`src/rtl/fetch_queue.sv`:
```
// Instruction fetch queue between fetch and decode: DEPTH-entry FIFO of {instr, pc, pc+8}.
// Optional zero-latency pass-through on an empty queue when FETCH_QUEUE_BYPASS_EN is defined.
module fetch_queue #(
  parameter int DEPTH = 4,
  parameter int WIDTH = 32
) (
  input  logic                     clock,
  input  logic                     reset,
  input  logic [WIDTH-1:0]         InstrIn,
  input  logic [WIDTH-1:0]         PCIn,
  input  logic [WIDTH-1:0]         PCPlus8In,
  input  logic                     InValid,
  output logic                     InReady,
  output logic [WIDTH-1:0]         InstrOut,
  output logic [WIDTH-1:0]         PCOut,
  output logic [WIDTH-1:0]         PCPlus8Out,
  output logic                     OutValid,
  input  logic                     OutReady,
  input  logic                     Flush,
  output logic [$clog2(DEPTH):0]   Count
);

  localparam int AW = $clog2(DEPTH);
  localparam int CW = AW + 1;

  typedef struct packed {
    logic [WIDTH-1:0] instr;
    logic [WIDTH-1:0] pc;
    logic [WIDTH-1:0] pc8;
  } entry_t;

  // Handshake: a transfer happens on a rising edge where valid && ready are both 1;
  // ready never depends on the other side's valid or ready in the same cycle.

  entry_t          mem_q [DEPTH];
  entry_t          mem_d [DEPTH];
  logic [AW-1:0]   wr_ptr_q, wr_ptr_d;
  logic [AW-1:0]   rd_ptr_q, rd_ptr_d;
  logic [CW-1:0]   count_q, count_d;

  entry_t          in_entry;
  entry_t          head;
  logic            empty;
  logic            full;
  logic            in_ready;
  logic            stored_valid;
  logic            bypass_valid;
  logic            push_en;
  logic            pop_en;

  assign in_entry = '{instr: InstrIn, pc: PCIn, pc8: PCPlus8In};
  assign empty    = (count_q == '0);
  assign full     = (count_q == CW'(DEPTH));

  // Combinational outputs are gated by reset so they read 0 while it is held.
  assign in_ready     = reset && !full && !Flush;
  assign stored_valid = reset && !empty && !Flush;

`ifdef FETCH_QUEUE_BYPASS_EN
  assign bypass_valid = reset && empty && InValid && !Flush;
`else
  assign bypass_valid = 1'b0;
`endif

  // A bypassed entry consumed in the same cycle never touches storage.
  assign push_en = InValid && in_ready && !(bypass_valid && OutReady);
  assign pop_en  = stored_valid && OutReady;

  always_comb begin
    head = '0;
    if (!empty) begin
      head = mem_q[rd_ptr_q];
    end else if (bypass_valid) begin
      head = in_entry;
    end
  end

  assign InReady    = in_ready;
  assign OutValid   = stored_valid || bypass_valid;
  assign InstrOut   = head.instr;
  assign PCOut      = head.pc;
  assign PCPlus8Out = head.pc8;
  assign Count      = count_q;

  always_comb begin
    wr_ptr_d = wr_ptr_q;
    rd_ptr_d = rd_ptr_q;
    count_d  = count_q;
    if (Flush) begin
      wr_ptr_d = '0;
      rd_ptr_d = '0;
      count_d  = '0;
    end else begin
      if (push_en) wr_ptr_d = wr_ptr_q + AW'(1);
      if (pop_en)  rd_ptr_d = rd_ptr_q + AW'(1);
      case ({push_en, pop_en})
        2'b10:   count_d = count_q + CW'(1);
        2'b01:   count_d = count_q - CW'(1);
        default: count_d = count_q;
      endcase
    end
  end

  always_comb begin
    for (int i = 0; i < DEPTH; i++) mem_d[i] = mem_q[i];
    if (push_en) mem_d[wr_ptr_q] = in_entry;
  end

  always_ff @(posedge clock or negedge reset) begin
    if (!reset) begin
      wr_ptr_q <= '0;
      rd_ptr_q <= '0;
      count_q  <= '0;
      for (int i = 0; i < DEPTH; i++) mem_q[i] <= '0;
    end else begin
      wr_ptr_q <= wr_ptr_d;
      rd_ptr_q <= rd_ptr_d;
      count_q  <= count_d;
      for (int i = 0; i < DEPTH; i++) mem_q[i] <= mem_d[i];
    end
  end

endmodule

```
`config.mk`:
```
export PLATFORM = sky130hd
export DESIGN_NAME = fetch_queue
export DESIGN_NICKNAME = d
export VERILOG_FILES = /design/src/rtl/fetch_queue.sv
export SDC_FILE = /design/constraint.sdc
export NUM_CORES = 1
export LEC_CHECK = 0
export BUFFER_PORTS_ARGS = -buffer_cell sky130_fd_sc_hd__buf_2
export CORE_ASPECT_RATIO = 1.5
export CORE_MARGIN = 2
export CORE_UTILIZATION = 61
export CTS_BUF_LIST = sky130_fd_sc_hd__clkbuf_16
export DETAILED_ROUTE_END_ITERATION = 10
export GPL_ROUTABILITY_DRIVEN = 0
export PLACE_DENSITY = 0.88
export SYNTH_ARGS = -nofsm -noshare
export SYNTH_HDL_FRONTEND = slang
export SYNTH_SLANG_ARGS = --single-unit
export TNS_END_PERCENT = 20
```
`constraint.sdc`:
```
create_clock -name clock -period 4.9 [get_ports clock]
set_clock_uncertainty 0.1 [all_clocks]
set_input_delay 0 -clock clock [delete_from_list [all_inputs] [get_ports clock]]
set_output_delay 0 -clock clock [all_outputs]
set_load 0.02 [all_outputs]
```
==> results of run 1 <==
repair_timing:
item                      in CTS  in global routing
setup buffers                  0                  0
hold buffers                 101                  0
hold endpoints to repair     490                  0
logic make-up after synthesis:
family | after synthesis | synth area share (%)
AOI/OAI and AO/OA | 9 | 0.404
xor gates and xnor gates | 5 | 0.248
adders and majority gates | 5 | 0.397
buffers and inverters | 79 | 2.57
DFF | 391 | 55.4
muxes | 480 | 36.8
and+or+nand+nor | 123 | 4.20
critical path, cell delays in order, from the launching register on:
cell,delay (ns)
dfrtp_4,0.83
buf_12,0.57
mux4_2,0.60
nor2b_1,0.17
buf_2,0.21
state kept, by name, summed over array words and instances, names as in the netlist:
name	count
wr_ptr_q	2
mem_q	384
Count	3
rd_ptr_q	2
cell type report:
class / count / area (sq um)
clock buffers: 41 / 1030
repair buffers: 319 / 2180
fillers: 1684 / 7480
diodes: 3 / 7.51
multi-input cells: 622 / 7440
flip-flops and latches: 391 / 9790
well taps: 390 / 488
inverters: 3 / 11.3
clock inverters: 28 / 193
power groups by stage:
stage | logic, mW | registers (mW) | clock network [mW]
finish | 1.68 | 4.20 | 2.85
global route | 1.82 | 4.27 | 3.04
CTS | 1.69 | 4.19 | 2.91
detailed placement | 1.61 | 4.24 | 0
global placement | 1.55 | 4.19 | 0
floorplan | 1.20 | 4.11 | 0
per-stage QoR:
| step | cells | area (sq um) | hold slack, ns | power, mW |
|---|---|---|---|---|
| finish | 1797 | 21100 | 0.0157 | 8.73 |
| global route | 1796 | 21100 | 0.0879 | 9.13 |
| CTS | 1794 | 21100 | 0.0235 | 8.79 |
| detailed placement | 1624 | 18900 | -0.00243 | 5.85 |
| global placement | 1624 | 18900 | -0.00264 | 5.74 |
| floorplan | 1092 | 17600 | -0.396 | 5.32 |
cells in the final DEF (no fill, tap or decap), types with 2 or more instances in the layout:
cell type        n
nand2_1          5
clkinv_2         3
ha_1             4
nor2_1           7
nand3_1          3
diode_2          3
inv_1           16
buf_2          200
dfrtp_1        389
mux4_2          96
mux2_2         264
clkinv_1         8
nor3b_1          2
dlygate4sd3_1  101
mux2_1         120
buf_12           2
clkbuf_16       41
nor2b_1         96
nand2_4          4
dfrtp_4          2
a21oi_1          2
o21ai_0          2
bufinv_16        3
nor3_1           2
xnor2_1          5
buf_4           15
routing by layer:
layer | vias to the layer above | global-route usage (%) | routed length, um
met3 | 77 | 4.84 | 1570
met2 | 241 | 47.2 | 20900
met4 | 0 | 9.05 | 1100
met1 | 5497 | 32.3 | 15000
li1 | 4567 | - | -
met5 | - | 0 | 0
worst paths after layout:
| path | start | to | cells past startpoint |
|---|---|---|---|
| max | rd_ptr_q[0] | PCPlus8Out[1] | 4 |
| min | reset | mem_q[229] | 2 |
| max reg2reg | Count[0] | mem_q[214] | 6 |
| min reg2reg | mem_q[165] | mem_q[165] | 1 |
| max in group asynchronous | reset | mem_q[337] | 4 |
| min in group clock | InstrIn[7] | mem_q[167] | 3 |
==> impl_results.md, run 1 <==
* Status: completed
* TritonCTS clock tree: yes
* Comb pwr share at about a fifth
* Ratio of final minimum period to clock period at between 60% and 70%
* Endpoints failing hold at 0
* Via count at between 10000 and 15000
* Die Y at 212 um
* CP Launch Type: flop
* Vias in the first global route at about 12000
* Final Slew Violations at 0
* Grt ovf at 0
* Area growth syn-to-layout at 19.8%
* Crit path DAT at around 2.9 ns
* Async SR Flop Fraction at 100%
* #FFs+latches synth at about 400
* Worst-path fanout max at just over 70
* Synth Flop Type: dfrtp_1
* Post-synth EDFFs at 0
* Antenna Nets Post-Route at 0
* Post-DR wirelength/cell at 21.4 um
* Leakage power total at roughly 10 nW
* Final worst slack at around 1.9 ns
* Sequential power share at 48.1%
* Global-route wire length before repair at 62.0 mm
* Final setup vio count at 0
* Clock Power Share at 32.7%
* Setup crit end kind: output pin
* PortBufs at approximately 200
* Routed WL at 38.5 mm
* Synth cell count leaders: dfrtp_1 (391), mux2_2 (264), mux2_1 (120)
* Top-area cell type share of the netlist area at between 50% and 60%
* Gr usage total at between 20% and 30%
* Fraction of layout cells with a size suffix above 1 at between 40 and 50%
* Critical Path RT at between 4 and 5 ns
* Post-Syn Area at approximately 18000 sq um
* Path category of the worst min-delay check: in -> async
* DIE AREA at 30300 sq um
* Root Driver: clkbuf_16
* DR pass1 iterations at 4
* Place WS at roughly 2.0 ns
* Top-count cell post-synth: dfrtp_1
* DRT iter0 DRCs at around 500
* TritonCTS buffer count at 38
* Die W at 143 um
* Syn nets at between 1000 and 1500
* H-tree Lvls at 2
* Largest net degree at the start of global routing at between 100 and 150
* Util after Layout at between 70% and 80%
* Syn Area/Cell at 16.2 sq um
* Sw Ratio at about a quarter
* Register clock-pin slew on the reported worst setup and hold paths at 0.06 ns
* Io pins at 202
* Largest cells by area after synthesis: dfrtp_1 (55%), mux2_2 (17%), mux4_2 (12%), mux2_1 (7.7%), nor2b_1 (3.4%)
* Synth Warn # at 0
* Initial antenna violation count at 3
* Min cycle time layout at 3.04 ns
* Core Rows at 76
* Peak VDD IR at roughly 0.37 mV
* Ratio of total power to cell area at approximately 410 nW/um^2
* Fmax at about 330 MHz
* RSZ-0062 raised after global routing: false
* Clock Tree Buf Depth at 3
* Post-CTS sizing at 0
* Setup tns final at 0 ns
* Nets at 1481
* Post-synth cell types at 32
* Initial Util at a little over 60%
* Worst reg-to-reg setup slack at between 2 and 2.5 ns
* CTS Sinks at between 300 and 400
* Slew @ Worst Pin at about 1.0 ns
* Sequential-to-total area share from yosys stat at a little under three fifths
* Area of the core at about 29000 sq um
* Internal cell power at about 6.5 mW
* Hpwl dp at between 20 and 25 mm
* Via density at 5.78
* DRC at 0
* Max_slew headroom at between 30% and 40%
* Max cap viols at 0
* Yosys top cell by area: dfrtp_1
* Setup CP Type: reg -> out
* Synth Instances at ~1100
* Switching Power at roughly 2.2 mW
* Later-pin clock latency in the skew report at between 0.5 and 0.6 ns
No activity file was read; power rests on OpenSTA's default activity.
==> run 2, diff against run 1 <==
Settings changed: CORE_UTILIZATION 61 to 53, PLACE_DENSITY 0.88 to 0.81.
Clock period 4.9 ns to 2.8 ns, I/O delays scaled along.
==> impl_results.md, run 2 (synthesis gave the netlist of run 1 again) <==
* Largest net degree at the start of global routing at 174 (+64%)
* Fraction of layout cells with a size suffix above 1 at 45.7% (+0.56 points)
* Crit path DAT at 2.50 ns (-0.44 ns)
* Later-pin clock latency in the skew report at 0.52 ns (about the same)
* TritonCTS buffer count at 38 (unchanged)
* Peak VDD IR at 0.553 mV (+50%)
* Setup crit end kind: output pin
* DR pass1 iterations at 4 (unchanged)
* Post-DR wirelength/cell at 20.7 um (-3.3%)
* Final Slew Violations at 0 (unchanged)
* Die W at 153 um (+7.1%)
* Worst reg-to-reg setup slack at 0.44 ns (-1.59 ns)
* Endpoints failing hold at 0 (unchanged)
* Io pins at 202 (unchanged)
* # Post-CTS Setup Buffers at 0 (unchanged)
* Fmax at 385 MHz
* Max reg flops at 384 (unchanged)
* Critical Path RT at 2.70 ns (-2.10 ns)
* Placed insts at 1660 (+2.2%)
* DRT iter0 DRCs at 376 (-25%)
* Core Rows at 81 (+6.6%)
* Setup tns final at 0 ns (unchanged)
* H-tree Lvls at 2 (unchanged)
* Global-route wire length before repair at 61.1 mm (-1.5%)
* TritonCTS clock tree: yes
* PortBufs at 201 (unchanged)
* Leakage power total at 10.1 nW (+0.86%)
* Max_slew headroom at 33.1% (-0.45 points)
* Ratio of total power to cell area at 708 nW/um^2 (+71%)
* Min cycle time layout at ~2.6 ns
* Area of the core at 32700 sq um (+14%)
* Commonest non-fill, non-tap cells in the layout: dfrtp_1 (389), mux2_2 (264), buf_2 (200), mux2_1 (120), dlygate4sd3_1 (101)
* Worst-path fanout max at 26 (-63%)
* Nets at 1492 (+0.74%)
* Initial Util at 53.9% (-7.7 points)
* Gr usage total at 22.1% (-4.3 points)
* Via count at 10400 (+0.029%)
* Path category of the worst min-delay check: in -> async
* DRC at 0 (unchanged)
* Area growth syn-to-layout at 21.2%
* RR Startpoint: Count[2]
* Hpwl dp at 22.5 mm (+0.58%)
* Ratio of final minimum period to clock period at 92.9%
* Routed WL at 37.9 mm (-1.6%)
* Register clock-pin slew on the reported worst setup and hold paths at 0.06 ns (about the same)
* Setup crit start: rd_ptr_q[0]
* CP max-delay cell: dfrtp_4
* Setup CP Type: reg -> out
* RSZ-0062 raised after global routing: false
* Initial antenna violation count at 2 (-1)
* CP Launch Type: flop
* CTS Sinks at 391 (unchanged)
* Final Non-Filler Cells at 1829 (+1.8%)
* Die Y at 227 um (+7.1%)
* Grt ovf at 0 (unchanged)
* Antenna Nets Post-Route at 0 (unchanged)
* Clock Tree Buf Depth at 3 (unchanged)
* Post-CTS sizing at 0 (unchanged)
* CP Cell Sequence: buf_12 > mux4_2 > nor2b_1 > buf_2
* Max cap viols at 0 (unchanged)
* DIE AREA at 34800 sq um (+15%)
* Final setup vio count at 0 (unchanged)
* Slew @ Worst Pin at 1.00 ns (+0.00669 ns)
* Vias in the first global route at 11700 (+0.50%)
* Via density at 5.68 (-1.7%)
* CP peak stage delay at 0.79 ns (-0.04 ns)
* Root Driver: clkbuf_16
* Most common cell after layout, fill and taps aside: dfrtp_1
* Top reg by flops: mem_q
* Status: completed
run 2: cell types whose count changed in the layout (fill, tap and decap cells not counted), sizes merged:
cell	delta
inv	-4
clkinv	+1
clkbuf	-2
clkinvlp	+1
buf	+11
run 2: area by class of cell:
| type | count | area (sq um) |
|---|---|---|
| fillers | 2257 | 11300 |
| clock buffers | 39 | 976 |
| flip-flops and latches | 391 | 9790 |
| inverters | 3 | 11.3 |
| clock inverters | 26 | 190 |
| diodes | 3 | 7.51 |
| well taps | 415 | 519 |
| multi-input cells | 622 | 7440 |
| repair buffers | 330 | 2460 |
run 2: worst max-delay path: cells and delay by family, from the launching register on:
kind,cells,cell delay (ns)
flip-flops,1,0.79
multiplexers,1,0.53
buffers and inverters,2,0.48
AND/OR/NAND/NOR,1,0.16
run 2: worst paths after layout:
path	endpoint	cells past startpoint
setup / recovery	InstrOut[15]	4
hold / removal	Count[1]	3
setup reg to reg	Count[2]	8
hold reg to reg	mem_q[186]	1
max in group asynchronous	mem_q[245]	4
min in group clock	mem_q[301]	3
run 2: per-layer routing:
metal,up-vias,global-route usage [%],wire length (um)
met2,209,40.1,20100
li1,4585,-,-
met5,-,0,0
met4,0,7.14,882
met1,5526,26.6,15300
met3,65,4.21,1630
run 2: power by group:
part           internal [mW]  switching [mW]  total [mW]  leakage (nW)
clock network           2.79            2.06        4.85         0.600
logic                   1.74            1.22        2.95          4.43
registers               6.77           0.574        7.34          5.06
run 2: timing repair:
action	4_1_cts	5_1_grt
hold endpoints to repair	609	0
setup endpoints to repair	0	0
hold buffers	101	0
run 2: metrics by stage:
stage	setup slack, ns	hold WS (ns)	utilization [%]	cell area (sq um)	power (mW)
3_5_place_dp	0.464	0.0834	58.7	19200	10.3
4_1_cts	0.119	0.109	65.3	21400	15.3
2_1_floorplan	0.364	-0.396	-	17600	9.31
6_report	0.199	0.105	65.4	21400	15.1
3_3_place_gp	0.524	0.0782	58.7	19200	10.1
5_1_grt	0.0221	0.154	65.4	21400	15.9
